===== config.mk =====
export PLATFORM = sky130hd
export DESIGN_NAME = gpio_in_filter_flat
export DESIGN_NICKNAME = d
export VERILOG_FILES = /design/src/rtl/gpio_in_filter_if.sv /design/src/rtl/gpio_in_filter.sv /design/src/flat_wrapper.sv
export SDC_FILE = /design/constraint.sdc
export NUM_CORES = 1
export LEC_CHECK = 0
export ABC_CLOCK_PERIOD_IN_PS = 4000
export CAP_MARGIN = 20
export CORE_UTILIZATION = 62
export CTS_BUF_LIST = sky130_fd_sc_hd__clkbuf_4
export DETAILED_ROUTE_END_ITERATION = 10
export PLACE_DENSITY_LB_ADDON = 0.1
export SETUP_SLACK_MARGIN = 0.05
export SLEW_MARGIN = 25
export SYNTH_ARGS = -nofsm -noshare
export SYNTH_HDL_FRONTEND = slang
export SYNTH_SLANG_ARGS = --single-unit
export TNS_END_PERCENT = 100

===== constraint.sdc =====
create_clock -name pclk -period 4 [get_ports pclk]
set_input_delay 0.6 -clock pclk [delete_from_list [all_inputs] [get_ports pclk]]
set_output_delay 0.6 -clock pclk [all_outputs]
set_load 0.03 [all_outputs]

===== src/rtl/gpio_in_filter_if.sv =====
// Pad-side signal bundle for the GPIO input filter: raw pins and filter
// controls in, conditioned level and edge pulses out.
interface gpio_in_filter_if #(
  parameter int unsigned PIN_NUM   = 32,
  parameter int unsigned CNT_WIDTH = 8,
  parameter int unsigned DIV_WIDTH = 16
);
  logic [PIN_NUM-1:0]   pin_i;
  logic [PIN_NUM-1:0]   en_i;
  logic [DIV_WIDTH-1:0] div_i;
  logic [CNT_WIDTH-1:0] thr_i;
  logic [PIN_NUM-1:0]   filt_o;
  logic [PIN_NUM-1:0]   rise_o;
  logic [PIN_NUM-1:0]   fall_o;

  modport master (
    output pin_i, en_i, div_i, thr_i,
    input  filt_o, rise_o, fall_o
  );

  modport slave (
    input  pin_i, en_i, div_i, thr_i,
    output filt_o, rise_o, fall_o
  );
endinterface


===== src/rtl/gpio_in_filter.sv =====
// Per-pin GPIO input conditioning: 2-flop synchroniser, tick-paced stability
// filter with per-pin bypass, and registered rise/fall pulses.
module gpio_in_filter #(
  parameter int unsigned PIN_NUM   = 32,
  parameter int unsigned CNT_WIDTH = 8,
  parameter int unsigned DIV_WIDTH = 16
) (
  input  logic              pclk,
  input  logic              presetn,
  gpio_in_filter_if.slave   bus
);

  logic [PIN_NUM-1:0]   r_sync1;
  logic [PIN_NUM-1:0]   r_sync2;
  logic [PIN_NUM-1:0]   r_filt;
  logic [PIN_NUM-1:0]   r_rise;
  logic [PIN_NUM-1:0]   r_fall;
  logic [DIV_WIDTH-1:0] r_pcnt;
  logic [CNT_WIDTH-1:0] r_cnt [PIN_NUM];

  logic                 w_tick;
  logic [CNT_WIDTH-1:0] w_thr;
  logic [PIN_NUM-1:0]   w_filt_nxt;
  logic [CNT_WIDTH-1:0] w_cnt_nxt [PIN_NUM];

  // >= rather than == so lowering div_i below the running count cannot stall the tick
  always_comb begin
    w_tick = (r_pcnt >= bus.div_i);
    w_thr  = (bus.thr_i == '0) ? CNT_WIDTH'(1) : bus.thr_i;
  end

  always_comb begin
    w_filt_nxt = r_filt;
    for (int unsigned i = 0; i < PIN_NUM; i++) begin
      w_cnt_nxt[i] = '0;
      if (!bus.en_i[i]) begin
        w_filt_nxt[i] = r_sync2[i];
      end else if (r_sync2[i] != r_filt[i]) begin
        if (!w_tick) begin
          w_cnt_nxt[i] = r_cnt[i];
        end else if (({1'b0, r_cnt[i]} + {{CNT_WIDTH{1'b0}}, 1'b1}) >= {1'b0, w_thr}) begin
          w_filt_nxt[i] = r_sync2[i];
        end else begin
          w_cnt_nxt[i] = r_cnt[i] + 1'b1;
        end
      end
    end
  end

  always_ff @(posedge pclk or negedge presetn) begin
    if (!presetn) begin
      r_sync1 <= '0;
      r_sync2 <= '0;
      r_filt  <= '0;
      r_rise  <= '0;
      r_fall  <= '0;
      r_pcnt  <= '0;
      for (int unsigned i = 0; i < PIN_NUM; i++) begin
        r_cnt[i] <= '0;
      end
    end else begin
      r_sync1 <= bus.pin_i;
      r_sync2 <= r_sync1;
      r_filt  <= w_filt_nxt;
      r_rise  <= w_filt_nxt & ~r_filt;
      r_fall  <= ~w_filt_nxt & r_filt;
      r_pcnt  <= w_tick ? '0 : r_pcnt + 1'b1;
      for (int unsigned i = 0; i < PIN_NUM; i++) begin
        r_cnt[i] <= w_cnt_nxt[i];
      end
    end
  end

  assign bus.filt_o = r_filt;
  assign bus.rise_o = r_rise;
  assign bus.fall_o = r_fall;

endmodule


===== src/flat_wrapper.sv =====
// flat-port wrapper written by rule: the top's interface ports become plain ports
module gpio_in_filter_flat 
#(
  parameter int unsigned PIN_NUM   = 32,
  parameter int unsigned CNT_WIDTH = 8,
  parameter int unsigned DIV_WIDTH = 16
)
  (pclk, presetn, bus_pin_i, bus_en_i, bus_div_i, bus_thr_i, bus_filt_o, bus_rise_o, bus_fall_o);
  gpio_in_filter_if #(.PIN_NUM(PIN_NUM), .CNT_WIDTH(CNT_WIDTH), .DIV_WIDTH(DIV_WIDTH)) bus_i ();
  input  logic pclk;
  input  logic presetn;
  input wire logic [$bits(bus_i.pin_i)-1:0] bus_pin_i;
  input wire logic [$bits(bus_i.en_i)-1:0] bus_en_i;
  input wire logic [$bits(bus_i.div_i)-1:0] bus_div_i;
  input wire logic [$bits(bus_i.thr_i)-1:0] bus_thr_i;
  output wire logic [$bits(bus_i.filt_o)-1:0] bus_filt_o;
  output wire logic [$bits(bus_i.rise_o)-1:0] bus_rise_o;
  output wire logic [$bits(bus_i.fall_o)-1:0] bus_fall_o;
  assign bus_i.pin_i = bus_pin_i;
  assign bus_i.en_i = bus_en_i;
  assign bus_i.div_i = bus_div_i;
  assign bus_i.thr_i = bus_thr_i;
  assign bus_filt_o = bus_i.filt_o;
  assign bus_rise_o = bus_i.rise_o;
  assign bus_fall_o = bus_i.fall_o;
  gpio_in_filter #(.PIN_NUM(PIN_NUM), .CNT_WIDTH(CNT_WIDTH), .DIV_WIDTH(DIV_WIDTH)) u_core (.pclk(pclk), .presetn(presetn), .bus(bus_i));
endmodule

=== Word-level counts from Yosys, hierarchy flattened ===
Cells that the tools add are included.

* $add $sub $neg: 65
* Order comparisons: 33
* Equality and inequality tests: 64
* Muxes and demuxes: 258
* Bitwise logic cells: 4
* Reductions and logical operators: 1

{| class="wikitable"
|+ Operators with widths
! operator !! count
|-
| 2-to-1 mux 8 bit || 129
|-
| adder 8 x 1 -> 9 bit, second input constant || 32
|-
| greater-or-equal comparator 9 x 8 -> 1 bit || 32
|-
| adder 8 x 1 -> 8 bit, second input constant || 32
|-
| 2-to-1 mux 1 bit || 128
|-
| != test 3 x 2 -> 1 bit, second input constant || 32
|-
| AND 32 bit || 2
|-
| inverter 32 bit || 2
|-
| != test 1 bit || 32
|-
| adder 16 x 1 -> 16 bit, second input constant || 1
|-
| greater-or-equal comparator 16 bit || 1
|-
| 2-to-1 mux 16 bit || 1
|-
| logical NOT 8 bit || 1
|}

* Flip-flop bits (word level): 432
* Input bits: 90

=== Depth between registers and ports, before layout ===
* Word-level depth: 9
* Gate-level depth with buffers: 14
* Depth with buffers taken out: 14

=== Worst setup path before layout ===
OpenSTA, ideal clock, no wires.

* Path type: input to register
* Start point: input port bus_thr_i[3]
* End point: register u_core.r_filt[23], in the netlist u_core.bus.filt_o[23]
* Arrival time: 3837 ps
* Setup slack: 36 ps
* Stages on the path: 10
* Cell sequence: inv_1 -> a41o_1 -> ha_1 -> nand2b_1 -> a21oi_1 -> maj3_1 -> o31ai_2 -> nor2_1 -> o21a_1 -> mux2_1

* Word-level cells in the longest chain between the ends: 7

{| class="wikitable"
|+ Ends and longest elaborated chain
! element !! line !! RTL
|-
| start, declared || flat_wrapper.sv:15 || <nowiki>input wire logic [$bits(bus_i.thr_i)-1:0] bus_thr_i;</nowiki>
|-
| logical NOT 8 bit || gpio_in_filter.sv:29 || <nowiki>w_thr = (bus.thr_i == '0) ? CNT_WIDTH'(1) : bus.thr_i;</nowiki>
|-
| 2-to-1 mux 8 bit (*) || gpio_in_filter.sv:29 ||
|-
| greater-or-equal comparator 9 x 8 -> 1 bit (*) || gpio_in_filter.sv:41 || <nowiki>end else if (({1'b0, r_cnt[i]} + {{CNT_WIDTH{1'b0}}, 1'b1}) >= {1'b0, w_thr}) begin</nowiki>
|-
| 2-to-1 mux 1 bit (*) || gpio_in_filter.sv:41 ||
|-
| 2-to-1 mux 1 bit (*) || gpio_in_filter.sv:39 || <nowiki>if (!w_tick) begin</nowiki>
|-
| 2-to-1 mux 1 bit (*) || gpio_in_filter.sv:38 || <nowiki>end else if (r_sync2[i] != r_filt[i]) begin</nowiki>
|-
| 2-to-1 mux 1 bit (*) || gpio_in_filter.sv:36 || <nowiki>if (!bus.en_i[i]) begin</nowiki>
|-
| net u_core.w_filt_nxt[23] || gpio_in_filter.sv:23 || <nowiki>logic [PIN_NUM-1:0] w_filt_nxt;</nowiki>
|-
| end signal, assigned || gpio_in_filter.sv:64 || <nowiki>r_filt <= w_filt_nxt;</nowiki>
|-
| end, declared || gpio_in_filter.sv:15 || <nowiki>logic [PIN_NUM-1:0] r_filt;</nowiki>
|}

Mark *: on every way through the listed nets, which the timed path passes. The rest lies on a longest branch.
A chain may end at the register's enable or synchronous reset.

=== Worst setup path in the final report ===
* Start point: register u_core.r_cnt[176] (netlist name)
* End point: register u_core.r_cnt[179] (netlist name)

* Word-level cells in the longest chain between the ends: 6

{| class="wikitable"
|+ Ends and longest elaborated chain
! element !! line !! RTL
|-
| start, declared || gpio_in_filter.sv:19 || <nowiki>logic [CNT_WIDTH-1:0] r_cnt [PIN_NUM];</nowiki>
|-
| start signal, assigned by index || gpio_in_filter.sv:69 || <nowiki>r_cnt[i] <= w_cnt_nxt[i];</nowiki>
|-
| adder 8 x 1 -> 9 bit || gpio_in_filter.sv:41 ||
|-
| greater-or-equal comparator 9 x 8 -> 1 bit || gpio_in_filter.sv:41 ||
|-
| 2-to-1 mux 8 bit (*) || gpio_in_filter.sv:41 ||
|-
| 2-to-1 mux 8 bit (*) || gpio_in_filter.sv:39 ||
|-
| 2-to-1 mux 8 bit (*) || gpio_in_filter.sv:38 ||
|-
| 2-to-1 mux 8 bit (*) || gpio_in_filter.sv:36 ||
|}

Every way passes the cells marked *; elsewhere a longest branch is shown, timed or not. The select of a mux whose other input is x is not followed.

==> impl_metrics.json <==
{
  "status": "finished clean",
  "grt_pass1_wl_um": 109000,
  "wl_per_cell_um": 16.5,
  "reg2regPathDepth": 14,
  "die_h_um": 212,
  "synth_top_cell_area_share": 0.397,
  "clockBufferDepth": 3,
  "met3WireLength_um": 3050,
  "crit_top_cell": "nand2_1",
  "grt_pass1_vias": 23500,
  "ir_drop_uv": 263,
  "internal_power_mw": 7.34,
  "ys_ff_latch": 432,
  "wl_um": 65000,
  "area_growth_pct": 17.8,
  "initial_core_util": 0.631,
  "finalSetupTns_ns": 0,
  "clk_latency_ns": 0.89,
  "fmax_mhz": 308,
  "worstSetupPathDepth": 14,
  "crit_path_start_kind": "flop",
  "grt_overflow_total": 0,
  "slew_headroom": 0.406,
  "p_switching_mw": 3.11,
  "cts_root_buf": "clkbuf_4",
  "slowest_stage": "dfrtp_1",
  "critPathTopFamily": "simple AND/OR/NAND/NOR gates",
  "yosysTopAreaCell": "dfrtp_1",
  "power.density_nw_per_um2": 325,
  "synth_ff_type": "dfrtp_1",
  "tritoncts": "done",
  "cp_max_fo": 6,
  "drv_cap": 0,
  "nNetsFinal": 3637,
  "yosysSeqAreaShare": 0.397,
  "die_area_um2": 44800,
  "worstPathRequired_ns": 4.77,
  "worstPathArrival_ns": 4.02,
  "power.leakage_nw": 14.9,
  "highest_layer": "met4",
  "routed-via-count": 23500,
  "routed_via_density": 5.96,
  "worstMarginPinSlew_ns": 0.891,
  "async_flop_share": 1.00,
  "synth_cell_types": 84,
  "drt_iter0_drc": 1397,
  "path_cells": "ha_1 -> nand3_1 -> nor3_1 -> inv_1 -> nand2_1 -> nand2_1 -> ha_1 -> a21oi_1 -> o22ai_1 -> a311oi_1 -> o31ai_2 -> nor2_1 -> nand2_1 -> o22ai_1",
  "die_w_um": 212,
  "clockPowerShare": 0.374,
  "skew_ns": 0.0597,
  "drt_pre_antenna_iters": 5,
  "routabilityCongestion": 0.906,
  "hpwl_um": 43500,
  "setup_viol": 0,
  "path_buf_inv": 1,
  "yosysMostFrequentCell": "dfrtp_1",
  "slew_violations": 0,
  "multi_input_area_um2": 15800,
  "setup_ws_ns": 0.753,
  "wl_met2_um": 31800,
  "met1_length_um": 28400,
  "switching_share": 0.297,
  "clk_pin_slew_ns": 0.07,
  "cp-end-kind": "flop",
  "antenna_found_initial": 2,
  "postCtsSetupRepairBufs": 0,
  "period_minus_slack_ns": 3.25,
  "p_comb_frac": 0.176,
  "timing.hold.ws_ns": 0.144,
  "final_core_util": 0.744,
  "design_power_total_mw": 10.4,
  "hold_path_depth": 1,
  "cts_resized": 0,
  "antenna_left": 0,
  "placementRows": 76,
  "hold_viol_final": 0,
  "post-place-ws_ns": 0.282,
  "drc": 0,
  "crit_type": "reg2reg",
  "synth_nets": 3290,
  "grt_usage": 0.295,
  "ios": 186,
  "avgSynthCellArea_um2": 9.31,
  "synth_area_um2": 27300,
  "htree_levels": 3,
  "io_buffer_count": 185,
  "synthTopCellsByCount": "dfrtp_1 (432), nand2_1 (312), ha_1 (273)",
  "cpPeakStageDelay_ns": 0.42,
  "fin_crit_sh": 0.812,
  "p_seq_frac": 0.450,
  "synthTopCellsByArea": "dfrtp_1 (40%), ha_1 (13%), a21oi_1 (4.8%)",
  "clock-sinks": 432,
  "drive_gt1_frac": 0.103,
  "rsz0062_at_grt": "no",
  "min_path_type": "in2reg",
  "synth_edf_count": 0,
  "seq_area_um2": 10800,
  "core_area_um2": 43200,
  "numCtsBuffers": 114,
  "grt_max_degree": 100,
  "ys_warn_count": 0,
  "num-fill-cells": 3216,
  "synth_cells": 2927
}
power by group through the flow:
stage | combinational, mW | clock (mW) | sequential [mW]
floorplan | 0.944 | 0 | 4.88
CTS | 1.84 | 4.02 | 4.70
global placement | 1.77 | 0 | 4.77
finish | 1.84 | 3.90 | 4.70
global route | 2.02 | 4.24 | 4.73
detailed placement | 1.83 | 0 | 4.78
layer usage:
layer,global-route usage,up-vias
met5,0,-
li1,-,11300
met4,0.114,0
met2,0.505,574
met3,0.0516,143
met1,0.371,11400
timing repair:
| item | CTS | global route |
|---|---|---|
| setup endpoints to repair | 0 | 0 |
| hold buffers | 1 | 0 |
| hold endpoints to repair | 90 | 0 |
final timing paths:
path	from	endpoint	slack (ns)
max in group asynchronous	presetn	u_core.r_cnt[251]	2.67
min in group asynchronous	presetn	u_core.r_cnt[222]	0.41
worst max-delay path	u_core.r_cnt[176]	u_core.r_cnt[179]	0.75
worst max register to register	u_core.r_cnt[176]	u_core.r_cnt[179]	0.75
worst min-delay path	bus_pin_i[14]	u_core.r_sync1[14]	0.14
worst min register to register	u_core.r_sync1[18]	u_core.r_sync2[18]	0.34
worst reg2reg max path: stages (launching register included):
cell and delay, ns:
dfrtp_1 0.42, ha_1 0.26, nand3_1 0.16, nor3_1 0.32, inv_1 0.10, nand2_1 0.08, nand2_1 0.06, ha_1 0.29
a21oi_1 0.14, o22ai_1 0.10, a311oi_1 0.34, o31ai_2 0.17, nor2_1 0.35, nand2_1 0.20, o22ai_1 0.20
per-stage QoR:
step           cells  cell area [um^2]
2_1_floorplan   2927             27300
3_3_place_gp    3742             30600
3_5_place_dp    3742             30600
4_1_cts         3935             32100
5_1_grt         3938             32100
6_report        3938             32100
sequential cells by signal (all words and copies together) (netlist names):
signal,count
u_core.bus.rise_o,32
u_core.r_cnt,256
u_core.r_pcnt,16
u_core.r_sync2,32
u_core.r_sync1,32
u_core.bus.filt_o,32
u_core.bus.fall_o,32
layout make-up:
cell class                      instances  share of cell area
Timing Repair Buffer                  314              0.0942
Inverter                               79             0.00924
Clock inverter                         24             0.00538
Multi-Input combinational cell       2333               0.492
Sequential cell                       432               0.337
Clock buffer                          168              0.0393
Antenna cell                            3            0.000234
Tap cell                              585              0.0228
logic make-up (layout without fill, tap and decap cells):
| logic type | after synthesis | in the layout | synth area share |
|---|---|---|---|
| DFF | 432 | 432 | 0.397 |
| buffers and inverters | 162 | 585 | 0.0242 |
| and+or+nand+nor | 1138 | 1138 | 0.215 |
| adders and majority gates | 290 | 290 | 0.132 |
| other | 0 | 3 | 0 |
| AOI/OAI and AO/OA | 646 | 646 | 0.144 |
| muxes | 35 | 35 | 0.0143 |
| xor gates and xnor gates | 224 | 224 | 0.0736 |
cell usage in the layout, fill, tap and decap left out, types with 16 or more instances in the layout:
cell             synthesis  final
nand3_1                179    179
a21o_1                  36     36
xor2_1                 107    107
ha_1                   273    273
nor3b_1                 74     74
nand3b_1                67     67
nor3_1                  64     64
dfrtp_1                432    432
clkinv_1                 0     18
mux2_1                  19     19
and2_1                  19     19
or3_1                   16     16
o21a_1                  21     21
nand2b_1                49     49
nand2_1                312    312
clkdlybuf4s50_1          0    183
xnor2_1                114    114
clkbuf_4                 0    168
maj3_1                  17     17
o21ai_1                 26     26
nor2_1                 177    177
nor4b_1                 19     19
a21boi_1                20     20
buf_12                   0     16
a21oi_1                261    261
nor2b_1                 23     23
nor4_1                  21     20
a31oi_1                 19     19
inv_1                   78     76
o22ai_1                 28     28
and3_1                  77     77
buf_4                    4    112
o21ai_0                115    115
Power figures use the tool's default switching activity.
